**src/rtl/video_arbiter.sv**
```systemverilog
// Video/CPU arbiter for the shared DRAM port.
// Grants DRAM cycles to the video fetcher at the requested bandwidth (1/8, 1/4, 1/2 or all
// cycles) and gives every remaining cycle to the CPU. A grant decision is taken on each cend
// clk and frames the following DRAM cycle.
//
// Ports:
//   clk, rst_n                     clock, asynchronous active-low reset
//   cbeg, pre_cend, cend           DRAM cycle framing strobes
//   video_go/bw/addr               video request, bandwidth select, fetch address
//   video_next/strobe/data         video address-consumed pulse, data-valid pulse, read data
//   cpu_req/rnw/addr/wrdata        CPU request, direction, address, write data
//   cpu_next/strobe/rddata         CPU accept pulse, done pulse, read data
//   dram_req/rnw/addr/wrdata       cycle request towards the DRAM controller
//   dram_rddata                    read data from the controller, valid on pre_cend
module video_arbiter #(
    parameter int unsigned AW = 21,
    parameter int unsigned DW = 16
) (
    input  logic          clk,
    input  logic          rst_n,
    input  logic          cbeg,
    input  logic          pre_cend,
    input  logic          cend,
    input  logic          video_go,
    input  logic [1:0]    video_bw,
    input  logic [AW-1:0] video_addr,
    output logic          video_next,
    output logic          video_strobe,
    output logic [DW-1:0] video_data,
    input  logic          cpu_req,
    input  logic          cpu_rnw,
    input  logic [AW-1:0] cpu_addr,
    input  logic [DW-1:0] cpu_wrdata,
    output logic          cpu_next,
    output logic          cpu_strobe,
    output logic [DW-1:0] cpu_rddata,
    output logic          dram_req,
    output logic          dram_rnw,
    output logic [AW-1:0] dram_addr,
    output logic [DW-1:0] dram_wrdata,
    input  logic [DW-1:0] dram_rddata
);

    localparam logic [1:0] TypeIdle  = 2'd0;
    localparam logic [1:0] TypeVideo = 2'd1;
    localparam logic [1:0] TypeCpu   = 2'd2;

    logic [2:0]    slot_q, slot_d;
    logic [1:0]    type_q, type_d;
    logic [AW-1:0] addr_q, addr_d;
    logic          rnw_q, rnw_d;
    logic [DW-1:0] wrdata_q, wrdata_d;
    logic [DW-1:0] vdata_q, vdata_d;
    logic [DW-1:0] cdata_q, cdata_d;
    logic          video_slot;

    // Low slot bits that must be zero for a video slot shrink as bandwidth grows.
    always_comb begin
        video_slot = 1'b0;
        unique case (video_bw)
            2'b00:   video_slot = (slot_q == 3'd0);
            2'b01:   video_slot = (slot_q[1:0] == 2'd0);
            2'b10:   video_slot = ~slot_q[0];
            2'b11:   video_slot = 1'b1;
            default: video_slot = 1'b0;
        endcase
    end

    always_comb begin
        slot_d   = slot_q;
        type_d   = type_q;
        addr_d   = addr_q;
        rnw_d    = rnw_q;
        wrdata_d = wrdata_q;
        vdata_d  = vdata_q;
        cdata_d  = cdata_q;

        if (pre_cend) begin
            if (type_q == TypeVideo) begin
                vdata_d = dram_rddata;
            end else if (type_q == TypeCpu && rnw_q) begin
                cdata_d = dram_rddata;
            end
        end

        // The cend that closes one cycle also picks the owner of the next one.
        if (cend) begin
            slot_d = slot_q + 3'd1;
            if (video_slot && video_go) begin
                type_d = TypeVideo;
                addr_d = video_addr;
                rnw_d  = 1'b1;
            end else if (cpu_req) begin
                type_d   = TypeCpu;
                addr_d   = cpu_addr;
                rnw_d    = cpu_rnw;
                wrdata_d = cpu_wrdata;
            end else begin
                // Idle keeps the last address/data on the bus; only dram_req drops.
                type_d = TypeIdle;
            end
        end
    end

    always_ff @(posedge clk or negedge rst_n) begin
        if (!rst_n) begin
            slot_q   <= '0;
            type_q   <= TypeIdle;
            addr_q   <= '0;
            rnw_q    <= 1'b0;
            wrdata_q <= '0;
            vdata_q  <= '0;
            cdata_q  <= '0;
        end else begin
            slot_q   <= slot_d;
            type_q   <= type_d;
            addr_q   <= addr_d;
            rnw_q    <= rnw_d;
            wrdata_q <= wrdata_d;
            vdata_q  <= vdata_d;
            cdata_q  <= cdata_d;
        end
    end

    // Pulses are gated by the registered grant, so a reset mid-cycle kills them at once.
    assign video_next   = cbeg && (type_q == TypeVideo);
    assign cpu_next     = cbeg && (type_q == TypeCpu);
    assign video_strobe = cend && (type_q == TypeVideo);
    assign cpu_strobe   = cend && (type_q == TypeCpu);

    assign video_data  = vdata_q;
    assign cpu_rddata  = cdata_q;
    assign dram_req    = (type_q != TypeIdle);
    assign dram_rnw    = rnw_q;
    assign dram_addr   = addr_q;
    assign dram_wrdata = wrdata_q;

endmodule

```
**config.mk**
```make
export PLATFORM = sky130hd
export DESIGN_NAME = video_arbiter
export DESIGN_NICKNAME = d
export VERILOG_FILES = /design/src/rtl/video_arbiter.sv
export SDC_FILE = /design/constraint.sdc
export NUM_CORES = 1
export LEC_CHECK = 0
export BUFFER_PORTS_ARGS = -buffer_cell sky130_fd_sc_hd__buf_2
export CORE_AREA = 2 2 107 109
export CTS_BUF_LIST = sky130_fd_sc_hd__clkbuf_4 sky130_fd_sc_hd__clkbuf_8
export DETAILED_ROUTE_END_ITERATION = 8
export DIE_AREA = 0 0 109 111
export SYNTH_ARGS = -nofsm -noshare
export SYNTH_HDL_FRONTEND = slang
export SYNTH_SLANG_ARGS = --single-unit
```
**constraint.sdc**
```tcl
create_clock -name clk -period 2.1 [get_ports clk]
set_clock_uncertainty 0.15 [all_clocks]
set_input_delay 0.105 -clock clk [delete_from_list [all_inputs] [get_ports clk]]
set_output_delay 0.105 -clock clk [all_outputs]
set_load 0.03 [all_outputs]
```
==> run_results.csv, run 1 <==
group,metric,value,unit
worst_setup_path,start_kind,"flip-flop",
finish,final_cell_mix,"157 x buf_2, 77 x dlygate4sd3_1, 75 x dfrtp_1, 67 x inv_1, 48 x mux2_2",
power,switching_share,41.9,%
power,pwr-share-comb,45.6,%
sta,period_share,97.7,%
finish,final_common_cell,"buf_2",
cts,clk_pin_slew,0.08,ns
worst_setup_path,path_buf_inv,3,
finish,syn_to_final_growth,62.9,%
drt,drcViolationCount,0,
worst_setup_path,crit_slowest_cell,"dfrtp_1",
floorplan,ioPinCount,159,
power,p_int,3480,uW
finish,filler_cell_count,1000,
placement,dpl.cell_count,552,
cts,numCtsBuffers,9,
synth,syn_area,3190,um2
synth,yosysWarnings,0,
power,p_leak,0.00271,uW
worst_setup_path,rr_startpoint,"slot_q[0]",
finish,drive_gt1_share,47.8,%
cts,cts_buffer_depth,2,
placement,port_buffers,158,
power,p_seq_share,38.3,%
hold_path,hold_class,"in2reg",
sta,tightest_slew,0.512,ns
drt,viasPerCell,4.40,
floorplan,die_h,111,um
power,p_clk_share,16.1,%
synth,synth-seq-cells,75,
flow_run,max_cap_viol_count,0,
placement,detailed_place.area,4190,um2
synth,synth_fp_nets,339,
hold_path,min_from,"cpu_req",
global_route,grt_use_total,15.2,%
sta,fmax,487,MHz
global_route,grt_max_degree,39,
floorplan,rows,39,
floorplan,die_area,12100,um2
sta,hold_viol_final,0,
sta,setup_viol,0,
global_route,antenna_found_initial,0,
floorplan,coreArea,11100,um2
floorplan,initial_core_util,28.8,%
power,vdd_drop_max,681,uV
drt,vias,2853,
global_route,grt_pass1_wl,14400,um
worst_setup_path,cpPeakStageDelay,0.40,ns
sta,slew_violations,0,
power,p_switching,2510,uW
drt,ant_nets,0,
finish,final_nets,588,
worst_setup_path,worstSetupPathType,"reg2reg",
worst_setup_path,crit_chain,"inv_1, ha_1, and4b_2, nor3_4, buf_4, buf_12, mux2_2",
cts,htreeDepth,3,
sta,relSlewSlack,65.9,%
cts,clock_latency,0.34,ns
cts,cts-root-buf,"clkbuf_8",
status,status,"finished, final reports clean",
finish,finalInstanceArea,5190,um2
worst_setup_path,crit_required,2.18,ns
worst_setup_path,cpLargestDelayFamily,"simple AND/OR/NAND/NOR gates",
cts,clock_sinks,75,
synth,syn_area_per_cell,12.6,um2
drt,drt-pass1-iter-count,6,
worst_setup_path,cp.arrival,2.13,ns
finish,n_antenna_cell,0,
drt,drtIter0Drc,133,
sta,hold-worst-slack,0.116,ns
worst_setup_path,startpoint,"slot_q[0]",
sta,setup_slack,0.0474,ns
placement,post-place-ws,0.0819,ns
placement,dpl.hpwl,5740,um
worst_setup_path,crit_path_max_fanout,14,
floorplan,die_w,109,um
drt,wirelength,9050,um
synth,ys_seq_area_share,58.9,%
global_route,grt_pass1_vias,3100,
finish,utilization,46.8,%
placement,routabilityCongestion,0.777,
sta,min_period,2.05,ns
power,power_density,1150,nW/um2
global_route,overflow,0,
finish,finalNonFillerCells,649,
synth,synthCells,253,
cts,cts_tree,"built",
synth,ys_types,29,
drt,wl_per_cell,13.9,um
worst_setup_path,end_kind,"flip-flop",
[synthesized netlist by cell type, drive strengths merged]
master   count  share of area (%)
and2         4               0.79
xor2         1               0.27
or2          1               0.20
buf         10                2.2
and4b        1               0.31
o31ai        1               0.39
nor3         1               0.31
a222oi      21                6.6
nand2        4               0.47
mux2        48                 17
nand2b       1               0.20
and2b        1               0.31
a2111oi      1               0.86
o21ai        2               0.31
xnor2        1               0.27
a21oi        2               0.31
nand3        1               0.16
inv         68                8.0
nor2b        2               0.39
ha           2               0.79
dfrtp       75                 59
nor4         1               0.20
nor2         1               0.12
clkbuf       1               0.12
a21o         2               0.47
[repair_timing]
action,4_1_cts,5_1_grt
hold endpoints to repair,114,0
gates resized for setup,0,2
setup endpoints to repair,0,15
buffers inserted,0,4
hold buffers,77,0
[final timing paths]
check	end	slack, ns	depth (start not counted)
max in group asynchronous	dram_addr[4]	1.09	3
min reg2reg	slot_q[2]	0.33	1
min	dram_rnw	0.12	4
min in group asynchronous	video_data[0]	0.14	2
max reg2reg	dram_wrdata[8]	0.05	7
max	dram_wrdata[8]	0.05	7
[per-stage QoR]
stage	TNS (ns)	power, uW
CTS	0	6020
global placement	0	4830
detailed placement	0	4910
floorplan	0	4050
finish	0	5980
global route	-0.843	6370
[logic make-up after synthesis]
group                      after synthesis  share of synthesized area, %
buffers and inverters                   79                          10.4
muxes                                   48                          17.0
xor gates and xnor gates                 2                         0.550
AOI/OAI and AO/OA                       29                          8.95
adders and majority gates                2                         0.785
and+or+nand+nor                         18                          3.46
DFF                                     75                          58.9
[power groups by stage]
stage | sequential [uW] | combinational (uW) | clock [uW]
after CTS | 2290 | 2710 | 1030
after global routing | 2350 | 2930 | 1090
after global placement | 2270 | 2560 | 0
final | 2290 | 2730 | 965
after floorplan | 3320 | 723 | 0
after detailed placement | 2310 | 2600 | 0
[worst reg2reg max path, cell delays in order (launching register included)]
cell	delay, ns
dfrtp_1	0.40
inv_1	0.06
ha_1	0.22
and4b_2	0.26
nor3_4	0.20
buf_4	0.16
buf_12	0.14
mux2_2	0.35
[cell type report]
type                       instances  area (um2)  share of cell area, %
clock inverter                     5        30.0                  0.579
multi-input combinational         99         995                   19.2
inverter                          68         255                   4.92
timing repair buffer             249        1720                   33.1
clock buffer                      10         138                   2.65
sequential                        75        1880                   36.2
tap                              143         179                   3.45
[sequential cells by signal, indices dropped and copies added, names as in the netlist]
name	count
video_data	16
type_q	2
cpu_rddata	16
dram_rnw	1
slot_q	3
dram_addr	21
dram_wrdata	16
[routing by layer]
| layer | routed length, um | vias up | share of wire (%) | track usage, % |
|---|---|---|---|---|
| met1 | 3620 | 1380 | 40 | 16.5 |
| li1 | - | 1336 | - | - |
| met5 | 0 | - | 0 | 0 |
| met2 | 4700 | 123 | 52 | 27.6 |
| met3 | 562 | 14 | 6.2 | 3.59 |
| met4 | 167 | 0 | 1.8 | 6.41 |
(Power assumes the default switching activity.)
==> run 2, diff against run 1 <==
- CELL_PAD_IN_SITES_DETAIL_PLACEMENT: unset -> 2
- CELL_PAD_IN_SITES_GLOBAL_PLACEMENT: unset -> 2
- CORE_AREA: 2 2 107 109 -> 2 2 131 95
- DIE_AREA: 0 0 109 111 -> 0 0 133 97
- PLACE_DENSITY_LB_ADDON: unset -> 0.1
==> run_results.csv, run 2 (same netlist as run 1, synthesis figures left out) <==
group,metric,value,unit
status,status,"finished, final reports clean",
global_route,overflow,0,
power,p_switching,2610,uW
cts,clock_latency,0.34,ns
drt,wirelength,10900,um
power,vdd_drop_max,483,uV
global_route,grt_pass1_vias,3389,
finish,final_cell_mix,"157 x buf_2, 77 x dlygate4sd3_1, 75 x dfrtp_1, 67 x inv_1, 48 x mux2_2",
placement,routabilityCongestion,0.696,
sta,tightest_slew,0.461,ns
placement,detailed_place.area,4210,um2
worst_setup_path,cpLargestDelayFamily,"simple AND/OR/NAND/NOR gates",
finish,final_common_cell,"buf_2",
power,switching_share,41.3,%
worst_setup_path,worstReg2RegEnd,"dram_wrdata[9]",
finish,multi_input_area,998,um2
worst_setup_path,crit_slowest_cell,"dfrtp_1",
global_route,gr-usage-met1,19.9,%
drt,wl_per_cell,16.4,um
cts,cts_buffer_depth,2,
sta,slew_violations,0,
cts,htreeDepth,3,
global_route,antenna_found_initial,0,
sta,hold_viol_final,0,
cts,cts-root-buf,"clkbuf_8",
global_route,busiest_layer,"met2",
drt,vias,2903,
hold_path,hold_path_end,"dram_rnw",
worst_setup_path,crit_required,2.19,ns
floorplan,ioPinCount,159,
drt,viasPerCell,4.36,
power,pwr-share-comb,44.1,%
cts,clk_pin_slew,0.08,ns
finish,final_nets,590,
hold_path,hold_class,"in2reg",
placement,port_buffers,158,
cts,numCtsBuffers,9,
flow_run,max_cap_viol_count,0,
worst_setup_path,rr_startpoint,"slot_q[0]",
global_route,grt_max_degree,45,
finish,drive_gt1_share,48.3,%
worst_setup_path,worstSetupPathType,"reg2reg",
worst_setup_path,startpoint,"slot_q[0]",
worst_setup_path,end_kind,"flip-flop",
finish,finalInstanceArea,5250,um2
sta,fmax,496,MHz
sta,relSlewSlack,69.3,%
worst_setup_path,reg2reg_depth,6,
sta,setup_viol,0,
worst_setup_path,start_kind,"flip-flop",
worst_setup_path,crit_chain,"inv_1, ha_1, and4b_2, nor3_4, buf_4, mux2_2",
worst_setup_path,cp.arrival,2.10,ns
cts,clock_sinks,75,
hold_path,hold_depth,4,
finish,largest_register_ffs,21,
floorplan,die_h,97,um
finish,n_antenna_cell,0,
finish,syn_to_final_growth,64.9,%
power,power,6310,uW
sta,rsz0062_at_grt,"yes",
worst_setup_path,path_buf_inv,2,
drt,drtIter0Drc,146,
placement,dpl.hpwl,7010,um
drt,drcViolationCount,0,
cts,cts_tree,"built",
global_route,grt_use_total,17.5,%
drt,drt-pass1-iter-count,7,
power,power_density,1200,nW/um2
floorplan,rows,33,
power,p_int,3710,uW
power,p_leak,0.00274,uW
floorplan,coreArea,11500,um2
hold_path,min_from,"cpu_req",
floorplan,die_area,12900,um2
finish,filler_cell_count,1199,
finish,utilization,45.6,%
floorplan,initial_core_util,27.7,%
worst_setup_path,cpPeakStageDelay,0.41,ns
worst_setup_path,crit_path_max_fanout,7,
global_route,use_met2,30.6,%
sta,min_period,2.02,ns
finish,register_area,1880,um2
power,p_seq_share,36.2,%
global_route,grt_pass1_wl,17600,um
drt,ant_nets,0,
sta,period_share,96.0,%
worst_setup_path,r2r_slack,0.08,ns
power,p_clk_share,19.7,%
global_route,grt_util_met3,6.87,%
floorplan,die_w,133,um
==> run 2: changes by cell type in the layout (fill, tap and decap cells not counted) <==
cell and change:
buf_4 +3, buf_12 -1, o21ai_2 +1, clkinv_2 -2
o21ai_1 -1, buf_6 +1, bufinv_16 +2, clkinvlp_4 -1
clkbuf_8 -1, clkinv_4 +2, clkbuf_4 +1, clkbuf_16 -1
==> run 2: what timing repair did <==
| action | CTS | global route |
|---|---|---|
| cloned | 0 | 2 |
| hold endpoints to repair | 148 | 0 |
| hold buffers | 77 | 0 |
| resized for setup | 1 | 7 |
| pin swaps | 1 | 3 |
| buffers inserted | 0 | 3 |
| setup endpoints to repair | 5 | 26 |
==> run 2: how the worst max path moves through the flow <==
stage | end | slack [ns] | cells past startpoint
global placement | dram_addr[11] | 0.14 | 7
CTS | dram_addr[20] | 0.01 | 7
finish | dram_wrdata[9] | 0.08 | 6
floorplan | dram_wrdata[0] | 0.28 | 6
global route | dram_addr[13] | -0.02 | 7
detailed placement | dram_addr[13] | -0.04 | 7
==> run 2: area by class of cell <==
cell class,count,share of cell area [%]
inverters,68,4.86
repair buffers,251,32.4
clock buffers,10,2.50
well taps,157,3.74
flip-flops and latches,75,35.7
multi-input cells,99,19.0
clock inverters,6,1.72
==> run 2: through the flow <==
stage | setup slack, ns | instances | hold WS [ns] | TNS, ns
2_1_floorplan | 0.283 | 253 | -0.341 | 0
3_3_place_gp | 0.138 | 568 | -0.0592 | 0
3_5_place_dp | -0.0407 | 568 | -0.0586 | -0.0560
4_1_cts | 0.0116 | 661 | 0.111 | 0
5_1_grt | -0.0236 | 666 | 0.0801 | -0.0485
6_report | 0.0838 | 666 | 0.0399 | 0
==> run 2: routing by layer <==
| layer | routed length, um | share of wire, % |
|---|---|---|
| met5 | 0 | 0 |
| met2 | 5440 | 50 |
| met4 | 157 | 1.4 |
| met3 | 889 | 8.2 |
| met1 | 4420 | 41 |
==> run 2: worst reg2reg max path: stages, from the launching register on <==
cell and delay, ns:
dfrtp_1 0.41, inv_1 0.07, ha_1 0.21, and4b_2 0.24
nor3_4 0.26, buf_4 0.23, mux2_2 0.34
==> run 2: power by group through the flow <==
stage	logic [uW]	registers, uW	clock network [uW]
after floorplan	723	3320	0
after global placement	2610	2290	0
after detailed placement	2640	2310	0
after CTS	2760	2290	1300
after global routing	2980	2360	1350
final	2780	2290	1240
==> run 3, diff against run 2 <==
- ABC_AREA: unset -> 1
- CORE_AREA: 2 2 131 95 -> 2 2 140 101
- CTS_CLUSTER_DIAMETER: unset -> 30
- DIE_AREA: 0 0 133 97 -> 0 0 142 103
- RECOVER_POWER: unset -> 25
==> run_results.csv, run 3 <==
group,metric,value,unit
status,status,"finished, final reports clean",
finish,drive_gt1_share,31.5,%
drt,drcViolationCount,0,
finish,multi_input_area,1250,um2
worst_setup_path,worstReg2RegEnd,"dram_addr[16]",
synth,synth_edf_count,0,
synth,syn_area_per_cell,8.55,um2
synth,synth_commonest_cells,"167 x nand2_1, 75 x dfrtp_1, 41 x nand3_1",
cts,cts-root-buf,"clkbuf_8",
finish,largest_register_ffs,21,
global_route,grt_pass1_vias,3821,
cts,postCtsSetupBuffers,0,
global_route,grt_use_total,17.5,%
worst_setup_path,crit_top_cell,"nand2_1",
flow_run,max_cap_viol_count,0,
drt,drtIter0Drc,81,
synth,ys_types,19,
synth,yosysMostFrequentCell,"nand2_1",
worst_setup_path,crit_required,2.25,ns
sta,tns,0,ns
synth,ys_seq_area_share,55.5,%
floorplan,ioPinCount,159,
power,vdd_drop_max,339,uV
finish,final_common_cell,"nand2_1",
drt,wirelength,12600,um
global_route,grt_max_degree,50,
floorplan,rows,36,
power,power,5830,uW
drt,vias,3462,
synth,synth_area_leader_cell,"dfrtp_1",
cts,cts_resized,0,
placement,routabilityCongestion,0.743,
power,p_leak,0.00290,uW
drt,drt-pass1-iter-count,4,
synth,yosysWarnings,0,
finish,finalInstanceArea,5230,um2
worst_setup_path,crit_chain,"nand3_1, nand2_2, inv_4, nand2_8, a21oi_4, buf_4, nand2_1, nand2_1",
sta,tightest_slew,0.778,ns
sta,min_period,1.87,ns
finish,syn_to_final_growth,54.5,%
sta,hold_viol_final,0,
synth,synth_top_area_share,55.5,%
floorplan,die_area,14600,um2
global_route,overflow,0,
worst_setup_path,worstSetupPathType,"reg2reg",
worst_setup_path,start_kind,"flip-flop",
sta,slew_violations,0,
synth,syn_area,3380,um2
synth,synthCells,396,
synth,ys_async_sr_fraction,100,%
cts,cts_buffer_depth,2,
worst_setup_path,rr_startpoint,"slot_q[0]",
power,power_density,1110,nW/um2
cts,ctsHoldBuffers,77,
worst_setup_path,crit_slowest_cell,"dfrtp_1",
synth,synth-seq-cells,75,
sta,fmax,535,MHz
sta,setup_viol,0,
cts,clock_sinks,75,
synth,synthTopCellsByArea,"dfrtp_1 55%, nand2_1 19%, nand3_1 6.1%, o21ai_0 5.0%, inv_1 3.1%",
floorplan,coreArea,13500,um2
drt,ant_nets,0,
drt,wl_per_cell,15.6,um
sta,period_share,89.0,%
synth,synth-main-ff-cell,"dfrtp_1",
finish,n_antenna_cell,0,
cts,clk_pin_slew,0.09,ns
cts,htreeDepth,3,
cts,clock_latency,0.35,ns
finish,final_nets,712,
worst_setup_path,reg2reg_depth,8,
global_route,antenna_found_initial,0,
floorplan,die_h,103,um
worst_setup_path,cp.arrival,2.01,ns
finish,register_area,1880,um2
placement,dpl.hpwl,7950,um
placement,detailed_place.area,4290,um2
worst_setup_path,cpPeakStageDelay,0.43,ns
drt,viasPerCell,4.32,
worst_setup_path,crit_path_max_fanout,25,
sta,rsz0062_at_grt,"no",
cts,numCtsBuffers,9,
floorplan,die_w,142,um
synth,synth_fp_nets,482,
placement,port_buffers,158,
finish,final_cell_mix,"167 x nand2_1, 157 x buf_2, 77 x dlygate4sd3_1, 75 x dfrtp_1, 41 x nand3_1",
floorplan,initial_core_util,25.1,%
worst_setup_path,startpoint,"slot_q[0]",
finish,filler_cell_count,1540,
global_route,grt_pass1_wl,19800,um
worst_setup_path,r2r_slack,0.23,ns
cts,cts_tree,"built",
sta,relSlewSlack,48.1,%
worst_setup_path,crit_path_end,"dram_addr[16]",
hold_path,hold_class,"in2reg",
worst_setup_path,end_kind,"flip-flop",
[run 3: changes by cell type in the layout (fill, tap and decap cells not counted), moves of 3 or more]
| cell | delta |
|---|---|
| a222oi_1 | -21 |
| and2_1 | -4 |
| buf_4 | -10 |
| inv_1 | -39 |
| inv_6 | +3 |
| mux2_2 | -48 |
| nand2_1 | +163 |
| nand2_2 | +12 |
| nand2_4 | +3 |
| nand3_1 | +40 |
| nor2_1 | +4 |
| o21ai_0 | +33 |
[run 3: worst max-delay path: cells and delay by family, from the launching register on]
kind                   cells  cell delay [ns]
AND/OR/NAND/NOR            5             0.58
buffers and inverters      2             0.51
flip-flops                 1             0.43
AO/OA/AOI/OAI              1             0.15
[run 3: metal layers]
layer | part of all wire [%] | wire length (um) | GRT usage, %
met4 | 0.64 | 80 | 4.00
met5 | 0 | 0 | 0
met2 | 50 | 6270 | 31.1
met1 | 45 | 5690 | 21.9
met3 | 4.1 | 509 | 3.95
[run 3: worst min-delay path by stage]
stage / start / endpoint / slack (ns) / cells after the start
CTS: cpu_req / dram_wrdata[14] / 0.02 / 3
finish: cpu_req / dram_wrdata[14] / 0.04 / 3
global route: cpu_req / dram_wrdata[6] / 0.04 / 3
floorplan: rst_n / cpu_rddata[0] / -0.34 / 0
global placement: rst_n / dram_addr[8] / -0.08 / 1
detailed placement: rst_n / dram_addr[8] / -0.08 / 1
[run 3: area by class of cell]
class	count	area share, %
sequential	75	35.9
clock buffer	9	2.37
timing repair buffer	240	30.6
inverter	29	2.13
multi-input combinational	271	23.9
clock inverter	7	1.10
tap	171	4.09
[run 3: logic make-up (layout without fill, tap and decap cells)]
| logic type | Yosys count | in the layout | share of synthesized area [%] |
|---|---|---|---|
| buffers and inverters | 50 | 285 | 7.69 |
| AND/OR/NAND/NOR | 230 | 230 | 29.5 |
| XOR/XNOR | 2 | 2 | 0.518 |
| AO/OA/AOI/OAI | 37 | 37 | 6.14 |
| adder cells (fa/ha/maj) | 2 | 2 | 0.739 |
| flip-flops | 75 | 75 | 55.5 |
[run 3: where the power goes]
| group | total (uW) | switching, uW | internal, uW |
|---|---|---|---|
| clock | 1070 | 618 | 448 |
| sequential | 2210 | 291 | 1920 |
| combinational | 2550 | 1780 | 774 |
| total | 5830 | 2690 | 3140 |
[run 3: stage by stage]
step | cells | utilization, % | hold slack [ns] | setup slack, ns
2_1_floorplan | 396 | - | -0.341 | 0.608
3_3_place_gp | 709 | 31.9 | -0.0773 | 0.327
3_5_place_dp | 709 | 31.9 | -0.0760 | 0.228
4_1_cts | 802 | 38.9 | 0.0220 | 0.206
5_1_grt | 802 | 38.8 | 0.0393 | 0.0685
6_report | 802 | 38.8 | 0.0426 | 0.232
